**config.mk**
```make
export PLATFORM = sky130hd
export DESIGN_NAME = c64_dma_arbiter
export DESIGN_NICKNAME = d
export VERILOG_FILES = /design/src/rtl/c64_bus_pkg.sv /design/src/rtl/phi2_edge.sv /design/src/rtl/c64_dma_arbiter.sv
export SDC_FILE = /design/constraint.sdc
export NUM_CORES = 1
export LEC_CHECK = 0
export CORE_MARGIN = 3
export CORE_UTILIZATION = 47
export DETAILED_ROUTE_END_ITERATION = 8
export GPL_TIMING_DRIVEN = 0
export PLACE_DENSITY = 0.9
export SLEW_MARGIN = 20
export SYNTH_ARGS = -nofsm -noshare
export SYNTH_HDL_FRONTEND = slang
export SYNTH_SLANG_ARGS = --single-unit
```
**constraint.sdc**
```tcl
create_clock -name color_clk -period 4.15 [get_ports color_clk]
set_clock_uncertainty 0.1 [all_clocks]
set_input_delay 1.245 -clock color_clk [delete_from_list [all_inputs] [get_ports color_clk]]
set_output_delay 1.245 -clock color_clk [all_outputs]
set_load 0.05 [all_outputs]
```
**src/rtl/c64_bus_pkg.sv**
```systemverilog
// c64_bus_pkg: shared encodings for color_clk-domain C64 expansion-port bus logic
package c64_bus_pkg;
  typedef enum logic [1:0] {IDLE, HOLD, XFER, COOL} dma_state_t;
  localparam logic RW_READ = 1'b1;
  localparam logic RW_WRITE = 1'b0;
  localparam logic REQ_DEBUG = 1'b0;
  localparam logic REQ_LOADER = 1'b1;
  function automatic logic [1:0] req_bit(input logic id);
    return (id == REQ_LOADER) ? 2'b10 : 2'b01;
  endfunction
endpackage

```
**src/rtl/phi2_edge.sv**
```systemverilog
// phi2_edge: registers phi2 and derives single color_clk-cycle rise/fall strobes
module phi2_edge (
  input  logic color_clk,
  input  logic i_phi2,
  output logic o_rise,
  output logic o_fall
);
  logic r_phi2_q;
  // Follows phi2 through reset as well, so no false edge fires when reset releases
  always_ff @(posedge color_clk) r_phi2_q <= i_phi2;
  assign o_rise = i_phi2 & ~r_phi2_q;
  assign o_fall = ~i_phi2 & r_phi2_q;
endmodule

```
**src/rtl/c64_dma_arbiter.sv**
```systemverilog
// c64_dma_arbiter: round-robin DMA access for the debug monitor and loader, sequenced to phi2
module c64_dma_arbiter
  import c64_bus_pkg::*;
#(
  parameter int MAX_BURST = 8,
  parameter int STALL_MAX = 255,
  parameter int CW = 8
) (
  input  logic        color_clk,
  input  logic        reset,
  input  logic        i_phi2,
  input  logic        i_ba,
  input  logic [1:0]  i_req,
  input  logic [15:0] i_addr0,
  input  logic [15:0] i_addr1,
  input  logic [1:0]  i_we,
  input  logic [7:0]  i_wdata0,
  input  logic [7:0]  i_wdata1,
  input  logic [7:0]  i_bus_di,
  output logic [1:0]  o_ack,
  output logic        o_err,
  output logic [7:0]  o_rdata,
  output logic        o_dma,
  output logic [15:0] o_bus_addr,
  output logic [7:0]  o_bus_do,
  output logic        o_bus_rw,
  output logic        o_busy,
  output logic        o_grant_id
);
  dma_state_t r_state;
  logic r_last, r_grant, r_dma, r_rw, r_err;
  logic [1:0] r_ack;
  logic [7:0] r_rdata, r_bus_do;
  logic [15:0] r_bus_addr;
  logic [CW-1:0] r_stall, r_burst;
  logic w_rise, w_fall, w_sel, w_load;
  logic [1:0] w_cand;
  logic [CW-1:0] w_stall_nx, w_burst_nx;

  phi2_edge u_phi2_edge (
    .color_clk(color_clk),
    .i_phi2(i_phi2),
    .o_rise(w_rise),
    .o_fall(w_fall)
  );

  // Arbitration: in XFER the requester just served is excluded because its req is still high this cycle
  always_comb begin
    w_cand = (r_state == XFER) ? (i_req & ~req_bit(r_grant)) : i_req;
    w_sel = (w_cand[0] & w_cand[1]) ? ~r_last : w_cand[1];
    w_stall_nx = r_stall + CW'(1);
    w_burst_nx = r_burst + CW'(1);
    w_load = (|w_cand) && (((r_state == IDLE) && w_rise && i_ba) ||
                           ((r_state == XFER) && w_fall && (w_burst_nx < CW'(MAX_BURST))));
  end

  // DMA sequencer: latch a transfer, wait out the CPU cycle and BA stalls, move one byte, release
  always_ff @(posedge color_clk) begin
    if (reset) begin
      r_state <= IDLE;
      r_last <= REQ_LOADER;
      r_grant <= REQ_DEBUG;
      r_dma <= 1'b0;
      r_rw <= RW_READ;
      r_err <= 1'b0;
      r_ack <= '0;
      r_rdata <= '0;
      r_bus_do <= '0;
      r_bus_addr <= '0;
      r_stall <= '0;
      r_burst <= '0;
    end else begin
      r_ack <= '0;
      r_err <= 1'b0;
      if (w_load) begin
        r_bus_addr <= w_sel ? i_addr1 : i_addr0;
        r_bus_do <= w_sel ? i_wdata1 : i_wdata0;
        r_rw <= i_we[w_sel] ? RW_WRITE : RW_READ;
        r_grant <= w_sel;
        r_last <= w_sel;
        r_stall <= '0;
        r_dma <= 1'b1;
        r_state <= HOLD;
      end
      case (r_state)
        IDLE: r_burst <= '0;
        HOLD: if (w_rise) begin
          if (i_ba) r_state <= XFER;
          else begin
            r_stall <= w_stall_nx;
            if (w_stall_nx == CW'(STALL_MAX)) begin
              r_ack <= req_bit(r_grant);
              r_err <= 1'b1;
              r_dma <= 1'b0;
              r_state <= COOL;
            end
          end
        end
        XFER: if (w_fall) begin
          if (r_rw == RW_READ) r_rdata <= i_bus_di;
          r_ack <= req_bit(r_grant);
          r_burst <= w_load ? w_burst_nx : '0;
          if (!w_load) begin
            r_dma <= 1'b0;
            r_state <= COOL;
          end
        end
        COOL: if (w_rise) r_state <= IDLE;
      endcase
    end
  end

  assign o_ack = r_ack;
  assign o_err = r_err;
  assign o_rdata = r_rdata;
  assign o_dma = r_dma;
  assign o_bus_addr = r_bus_addr;
  assign o_bus_do = r_bus_do;
  assign o_bus_rw = r_rw;
  assign o_busy = (r_state != IDLE);
  assign o_grant_id = r_grant;
endmodule

```
# Word level (Yosys, flattened, before mapping)
# Cells that the tools add are included.
# word_totals
wordCells	81
reg_bits	58
in_bits	64
# op_classes
muxes	36
bitwise_logic	10
n_reduce_logical	13
magnitude_cmp	2
n_addsub	2
n_eq_ne	5
# op_table
operator	count
8-bit two-way mux	7
2-bit two-way mux	13
8-bit by 1-bit adder with 8-bit output, second input constant	2
16-bit two-way mux	1
8-bit case mux with 2 select lines	1
1-bit two-way mux	11
8-bit equality test, second input constant	1
8-bit by 4-bit less-than comparator with 1-bit output, second input constant	1
2-bit case mux with 3 select lines	1
1-bit logical AND	5
1-bit inverter	5
2-bit equality test, second input constant	2
2-bit case mux with 2 select lines	1
2-bit nonzero test	2
4-bit OR reduction	1
1-bit bitwise AND	3
3-bit AND reduction	1
2-bit bitwise AND	1
2-bit by 1-bit equality test with 1-bit output, second input constant	1
2-bit zero test	1
1-bit by 2-bit less-than comparator with 1-bit output, second input constant	1
2-bit inequality test, second input constant	1
2-bit inverter	1
1-bit case mux with 2 select lines	1
other kinds (3)	3

# Depth between registers and ports, before layout
# Gate-level depths: netlist of the first run.
# logic_depth
ltp_word	11
depth_mapped	11

# Hierarchy
# Synthesis of the first run repeated with hierarchy kept, for this count alone.
# hier_totals
hier_cells	341
hier_area_um2	2785.2
# modules_own_cells
mod	n_inst	seq_area_each_um2	area_per_inst_um2	cells_per_inst
c64_dma_arbiter	1	1141.1	2750.1	338
phi2_edge	1	20.0	35.0	3

# Worst setup path after synthesis of the first run
# Ideal clock, no wire load.
# synth_timing
kind	in2reg
startpoint	in i_phi2
endpoint	reg r_bus_addr[10], in the netlist o_bus_addr[10]
path_slack_ns	1.446
arrival_time_ns	2.513
cell_stages	9
required_ns	3.959
path_cell_list	and3b_1 clkbuf_2 o21ai_0 a21oi_1 a31o_1 buf_2 buf_2 nor2_1 a311oi_1
# synth_between
elab_chain_len	6
elab_cells_between_ends	9
cone_classes	bitwise: 3; reduce/logical: 6
# synth_lines
element	line_no	rtl
from (decl)	c64_dma_arbiter.sv:11	input logic i_phi2,
1-bit inverter	phi2_edge.sv:12	assign o_fall = ~i_phi2 & r_phi2_q;
1-bit bitwise AND	phi2_edge.sv:12	
1-bit logical AND (2 in series)	c64_dma_arbiter.sv:54	((r_state == XFER) && w_fall && (w_burst_nx < CW'(MAX_BURST))));
1-bit logical OR (*)	c64_dma_arbiter.sv:53	w_load = (|w_cand) && (((r_state == IDLE) && w_rise && i_ba) ||
1-bit logical AND (*)	c64_dma_arbiter.sv:53	
to (signal assigned)	c64_dma_arbiter.sv:76	r_bus_addr <= w_sel ? i_addr1 : i_addr0;
to (decl)	c64_dma_arbiter.sv:34	logic [15:0] r_bus_addr;
# Every way passes the cells marked *; elsewhere a longest branch is shown, timed or not.
# A chain may end at the register's enable or synchronous reset.

# Final worst setup path of the first run
# layout_timing
startpoint	in i_req[0]
endpoint	reg r_last
# layout_between
elab_chain_len	4
elab_cells_between_ends	6
cone_classes	mux: 2; bitwise: 2; reduce/logical: 2
# layout_lines
element	line_no	rtl
from (decl)	c64_dma_arbiter.sv:13	input logic [1:0] i_req,
2-bit bitwise AND	c64_dma_arbiter.sv:49	w_cand = (r_state == XFER) ? (i_req & ~req_bit(r_grant)) : i_req;
2-bit two-way mux (*)	c64_dma_arbiter.sv:49	
1-bit bitwise AND or 2-bit OR reduction (tied branches)	c64_dma_arbiter.sv:50, c64_dma_arbiter.sv:53	
1-bit two-way mux or 1-bit logical AND (tied branches)	c64_dma_arbiter.sv:50, c64_dma_arbiter.sv:53	
to (signal assigned)	c64_dma_arbiter.sv:80	r_last <= w_sel;
to (decl)	c64_dma_arbiter.sv:31	logic r_last, r_grant, r_dma, r_rw, r_err;
# Marks and branches as above.

==> results of run 1 <==
-- power by group through the flow --
stage               clock (mW)  sequential, mW  combinational (mW)
finish                   0.541           0.579               0.209
CTS                      0.544           0.579               0.209
global placement             0           0.590               0.203
floorplan                    0           0.632              0.0601
global route             0.566           0.580               0.223
detailed placement           0           0.591               0.208
-- worst paths after layout --
kind,slack [ns],start,end,cells after the start
max reg2reg,1.34,r_state[0],r_last,7
min reg2reg,0.35,o_rdata[6],o_rdata[6],2
min,0.35,o_rdata[6],o_rdata[6],2
max,0.66,i_req[0],r_last,7
-- logic make-up after synthesis --
logic type	count (synthesis)	share of synthesized area [%]
buf+inv	29	4.490
xor+xnor	3	0.9824
compound gates	77	21.24
mux	1	0.3742
flops	58	43.40
simple gates	157	26.24
fa+ha+maj	7	3.274
-- sequential cells by signal, summed over array words and instances (netlist names), 2 cells and up --
signal / count
r_state: 2
o_ack: 2
o_bus_addr: 16
o_bus_do: 8
r_stall: 8
r_burst: 8
o_rdata: 8
-- Yosys cell counts (2+ instances only) --
| master | number |
|---|---|
| nand4_1 | 2 |
| inv_1 | 8 |
| buf_2 | 5 |
| and2_1 | 6 |
| a31oi_1 | 6 |
| o21ai_0 | 8 |
| a211oi_1 | 2 |
| nor2_1 | 40 |
| nand2b_1 | 4 |
| xnor2_1 | 2 |
| a21oi_1 | 19 |
| o211ai_1 | 2 |
| and4_1 | 2 |
| nor2b_1 | 3 |
| ha_1 | 7 |
| nand3_1 | 4 |
| nor3b_1 | 2 |
| nand2_1 | 82 |
| nand3b_1 | 3 |
| dfxtp_1 | 58 |
| a311oi_1 | 26 |
| clkbuf_1 | 12 |
| o21bai_1 | 2 |
-- stage by stage --
step / util (%) / power, mW / hold WS [ns]
6_report: 75.20 / 1.329 / 0.3525
2_1_floorplan: - / 0.6919 / 0.3440
3_3_place_gp: 71.35 / 0.7937 / 0.3413
3_5_place_dp: 71.35 / 0.7987 / 0.3487
5_1_grt: 75.20 / 1.369 / 0.3764
4_1_cts: 75.20 / 1.332 / 0.3571
-- worst max-delay path: stages --
cell and delay [ns]:
clkdlybuf4s50_1 0.50, nand2_1 0.06, o211ai_1 0.68, clkinv_1 0.49
clkbuf_1 0.35, a21oi_1 0.19, o21ai_0 0.09
-- metal layers --
layer / vias to the layer above / global-route usage [%] / wire length (µm)
met5: - / 0 / 0
met4: 0 / 16.05 / 214
met3: 19 / 8.662 / 754
met2: 111 / 42.18 / 3883
met1: 1321 / 26.84 / 2985
li1: 1385 / - / -
-- cell type report --
type | instances | area share (%)
multi-input combinational | 245 | 34.95
sequential | 58 | 29.12
timing repair buffer | 102 | 25.60
clock buffer | 13 | 4.236
tap | 70 | 2.196
buffer | 20 | 2.165
clock inverter | 2 | 0.8786
inverter | 9 | 0.8472
==> results.json, run 1 <==
{
  "drt_iter0_drc": 142,
  "layout_commonest_cell": "clkdlybuf4s50_1",
  "startpoint_type": "input port",
  "seqCellArea_um2": 1161,
  "async_reset_ff_share_pct": 0,
  "seq_power_share_pct": 43.6,
  "grt_max_degree": 11,
  "layout.nets": 516,
  "status": "finished, final reports clean",
  "layout-drive-gt1-share_pct": 6.459,
  "p_clk_share_pct": 40.7,
  "finalWirelength_mm": 7.838,
  "placed_cell_area_um2": 3784,
  "postCtsHoldBufs": 0,
  "num-fill-cells": 378,
  "cts_tree": "done",
  "cts.sinks": 58,
  "report.final.slew_viol_count": 0,
  "yosys_warnings": 0,
  "grt_pass1_vias": 2784,
  "synth_top_area_share_pct": 43.41,
  "dp_cells": 504,
  "swShare_pct": 25.52,
  "p_sw_mw": 0.3392,
  "die_w_um": 81.44,
  "dr.pass1.iters": 4,
  "rows": 26,
  "cts_made_buffers": 9,
  "worst_slew_margin_rel_pct": 43.12,
  "cts_max_level": 3,
  "synth_area_leaders": "dfxtp_1 43%, nand2_1 12%, a311oi_1 8.5%",
  "crit_type": "input port to flop",
  "grt_setup_unrepaired": "false",
  "fin_crit_ns": 3.488,
  "syn-cell-area_um2": 2675,
  "gp_congestion": 0.8294,
  "maxCapViolations": 0,
  "root_buffer": "clkbuf_8",
  "p_comb_share_pct": 15.7,
  "area_growth_pct": 49.06,
  "fin_area_um2": 3988,
  "crit_arrival_ns": 3.61,
  "path_max_fanout": 10,
  "drc": 0,
  "worstMarginPinSlew_ns": 0.8495,
  "vdd_drop_max_uv": 240.0,
  "synth_edf_count": 0,
  "die-area_um2": 6632,
  "place_ws_ns": 0.3758,
  "leakage_nw": 1.433,
  "yosys.cell_types.count": 50,
  "via_per_inst": 5.464,
  "p_int_mw": 0.9899,
  "core_area_um2": 5303,
  "vias": 2836,
  "diodes": 0,
  "end_kind": "flop",
  "postCtsSetupRepairBufs": 0,
  "grt-ovfl-total": 0,
  "die_h_um": 81.44,
  "hp-class": "flop to flop",
  "fin_cells": 519,
  "hold_violations": 0,
  "fmax_mhz": 286.7,
  "antenna_found_initial": 0,
  "syn-instance-count": 332,
  "finalWorstSetupSlack_ns": 0.6619,
  "required_ns": 4.27,
  "ys_ff_latch": 58,
  "grt_pass1_wl_mm": 12.73,
  "clk_latency_ns": 0.33,
  "cts.clk_slew.worst_paths_ns": 0.06,
  "start_util_pct": 50.45,
  "synth_largest_area_cell": "dfxtp_1",
  "avgSynthCellArea_um2": 8.057,
  "track_usage_pct": 25.14,
  "io_pins": 103,
  "layout_common_cells": "102 x clkdlybuf4s50_1, 82 x nand2_1, 58 x dfxtp_1, 40 x nor2_1, 26 x a311oi_1",
  "syn_nets": 403,
  "power.density_nw_per_um2": 333.3,
  "hpwl_mm": 5.828,
  "io_buffers": 102,
  "setup_violations": 0,
  "tns_ns": 0,
  "drtAntennaViolNets": 0,
  "drt-wirelength-per-cell_um": 15.10,
  "ys.flop_type": "dfxtp_1",
  "ys_seq_area_share_pct": 43.41,
  "finalCritPeriodShare_pct": 84.05,
  "cts_buffer_depth": 2,
  "postCtsResizedCells": 0,
  "multi_input_area_um2": 1394
}
Power figures use the tool's default switching activity.
==> run 2, diff against run 1 <==
--- a/config.mk
+++ b/config.mk
@@ -6,10 +6,10 @@
 export NUM_CORES = 1
 export LEC_CHECK = 0
 export CORE_MARGIN = 3
-export CORE_UTILIZATION = 47
+export CORE_UTILIZATION = 44
 export DETAILED_ROUTE_END_ITERATION = 8
 export GPL_TIMING_DRIVEN = 0
-export PLACE_DENSITY = 0.9
+export PLACE_DENSITY = 0.85
 export SLEW_MARGIN = 20
 export SYNTH_ARGS = -nofsm -noshare
 export SYNTH_HDL_FRONTEND = slang
==> constraint.sdc (replaced) <==
create_clock -name color_clk -period 3.3 [get_ports color_clk]
set_clock_uncertainty 0.1 [all_clocks]
set_input_delay 0.99 -clock color_clk [delete_from_list [all_inputs] [get_ports color_clk]]
set_output_delay 0.99 -clock color_clk [all_outputs]
set_load 0.05 [all_outputs]
==> run 2 against run 1 <==
Effect of this change:
- worst hold slack better by 0.0019 ns
- largest cell class unchanged
- critical endpoint is now o_busy
- global-route usage down 3.1 points
- first-iteration DRC count down 40%
==> results.json, run 2 (synthesis results as in run 1) <==
{
  "status": "finished, final reports clean",
  "io_pins": 103,
  "finalWorstSetupSlack_ns": 0.1575,
  "cp_slowest_cell": "clkdlybuf4s50_1",
  "crit_cells": 4,
  "grt_pass1_vias": 2791,
  "path_cells": "inv_1, ha_1, inv_1, clkdlybuf4s50_1",
  "crit_top_cell": "inv_1",
  "crit_arrival_ns": 2.05,
  "largest_register_ff_count": 16,
  "cts_tree": "done",
  "fmax_mhz": 318.2,
  "startpoint_type": "flop",
  "power.density_nw_per_um2": 409.5,
  "postCtsSetupRepairBufs": 0,
  "core_area_um2": 5709,
  "hold_violations": 0,
  "maxCapViolations": 0,
  "diodes": 0,
  "drt-wirelength-per-cell_um": 14.51,
  "cts_buffer_depth": 2,
  "track_usage_pct": 22.09,
  "report.final.slew_viol_count": 0,
  "cts.clk_slew.worst_paths_ns": 0.06,
  "dr.pass1.iters": 4,
  "via_per_inst": 5.344,
  "crit_buf_inv": 3,
  "path_max_fanout": 6,
  "clk_latency_ns": 0.34,
  "drc": 0,
  "fin_cells": 521,
  "place_ws_ns": -0.1529,
  "layout_commonest_cell": "clkdlybuf4s50_1",
  "cts.sinks": 58,
  "crit_type": "flop to primary output",
  "setup_violations": 0,
  "finalCritPeriodShare_pct": 95.23,
  "start_util_pct": 46.86,
  "dp_cells": 506,
  "antenna_found_initial": 0,
  "gp_congestion": 0.8241,
  "leakage_nw": 1.424,
  "area_growth_pct": 48.46,
  "cts_max_level": 3,
  "cts_made_buffers": 9,
  "fin_crit_ns": 3.142,
  "die-area_um2": 7051,
  "grt_pass1_wl_mm": 12.41,
  "io_buffers": 102,
  "worst_slew_margin_rel_pct": 52.04,
  "postCtsResizedCells": 0,
  "grt_setup_unrepaired": "false",
  "finalWirelength_mm": 7.559,
  "grt-ovfl-total": 0,
  "die_w_um": 83.97,
  "vdd_drop_max_uv": 318.5,
  "layout_common_cells": "102 x clkdlybuf4s50_1, 82 x nand2_1, 58 x dfxtp_1, 40 x nor2_1, 26 x a311oi_1",
  "grt_max_degree": 11,
  "vias": 2784,
  "num-fill-cells": 478,
  "critPathTopFamily": "buffers and inverters",
  "worstMarginPinSlew_ns": 0.7162,
  "hp-class": "flop to flop",
  "end_kind": "primary output",
  "die_h_um": 83.97,
  "whs_path_depth": 2,
  "rows": 27,
  "reg2regPathDepth": 7,
  "drt_iter0_drc": 85,
  "reg2reg_slack_ns": 0.63,
  "drtAntennaViolNets": 0,
  "postCtsHoldBufs": 0,
  "fin_hold_ws_ns": 0.3544,
  "required_ns": 2.21,
  "hpwl_mm": 5.672,
  "cpPeakStageDelay_ns": 0.81,
  "layout.nets": 516,
  "layout-drive-gt1-share_pct": 6.236,
  "root_buffer": "clkbuf_8"
}
[run 2: metal layers]
| metal | track usage (%) | routed length, µm | share of wire (%) | vias to the layer above |
|---|---|---|---|---|
| met4 | 12.43 | 203 | 2.7 | 0 |
| met5 | 0 | 0 | 0 | - |
| met1 | 22.96 | 2974 | 39 | 1282 |
| li1 | - | - | - | 1387 |
| met3 | 9.773 | 749 | 9.9 | 17 |
| met2 | 36.95 | 3632 | 48 | 98 |
[run 2: worst paths after layout]
kind	startpoint	to
worst max-delay path	r_state[1]	o_busy
worst min-delay path	o_rdata[2]	o_rdata[2]
worst max register to register	r_state[0]	r_last
worst min register to register	o_rdata[2]	o_rdata[2]
[run 2: per-stage QoR]
stage	area, µm²	TNS (ns)	util (%)	power [mW]
after floorplan	2675	0	-	0.8701
after global placement	3786	-1.653	66.32	0.9985
after detailed placement	3786	-1.283	66.32	1.001
after CTS	3971	0	69.56	1.629
after global routing	3971	0	69.56	1.684
final	3971	0	69.56	1.626
[run 2: worst min-delay path: cells and delay by family (launching register included)]
family           cells  cell delay, ns
AND/OR/NAND/NOR      1            0.05
flip-flops           1            0.31
AO/OA/AOI/OAI        1            0.05
[run 2: cell type report]
| class | instances | area (µm²) | area share, % |
|---|---|---|---|
| Sequential cell | 58 | 1161 | 29.24 |
| Tap cell | 72 | 90.09 | 2.268 |
| Buffer | 20 | 86.33 | 2.174 |
| Inverter | 9 | 33.78 | 0.8507 |
| Timing Repair Buffer | 102 | 1021 | 25.71 |
| Clock buffer | 12 | 145.1 | 3.655 |
| Multi-Input combinational cell | 245 | 1394 | 35.10 |
| Clock inverter | 3 | 40.04 | 1.008 |
[run 2: power breakdown]
group          internal [mW]  switching [mW]  leakage (nW)
combinational          0.122           0.137         0.857
clock                  0.363           0.277        0.0962
sequential             0.718          0.0102         0.470
total                   1.20           0.424          1.42
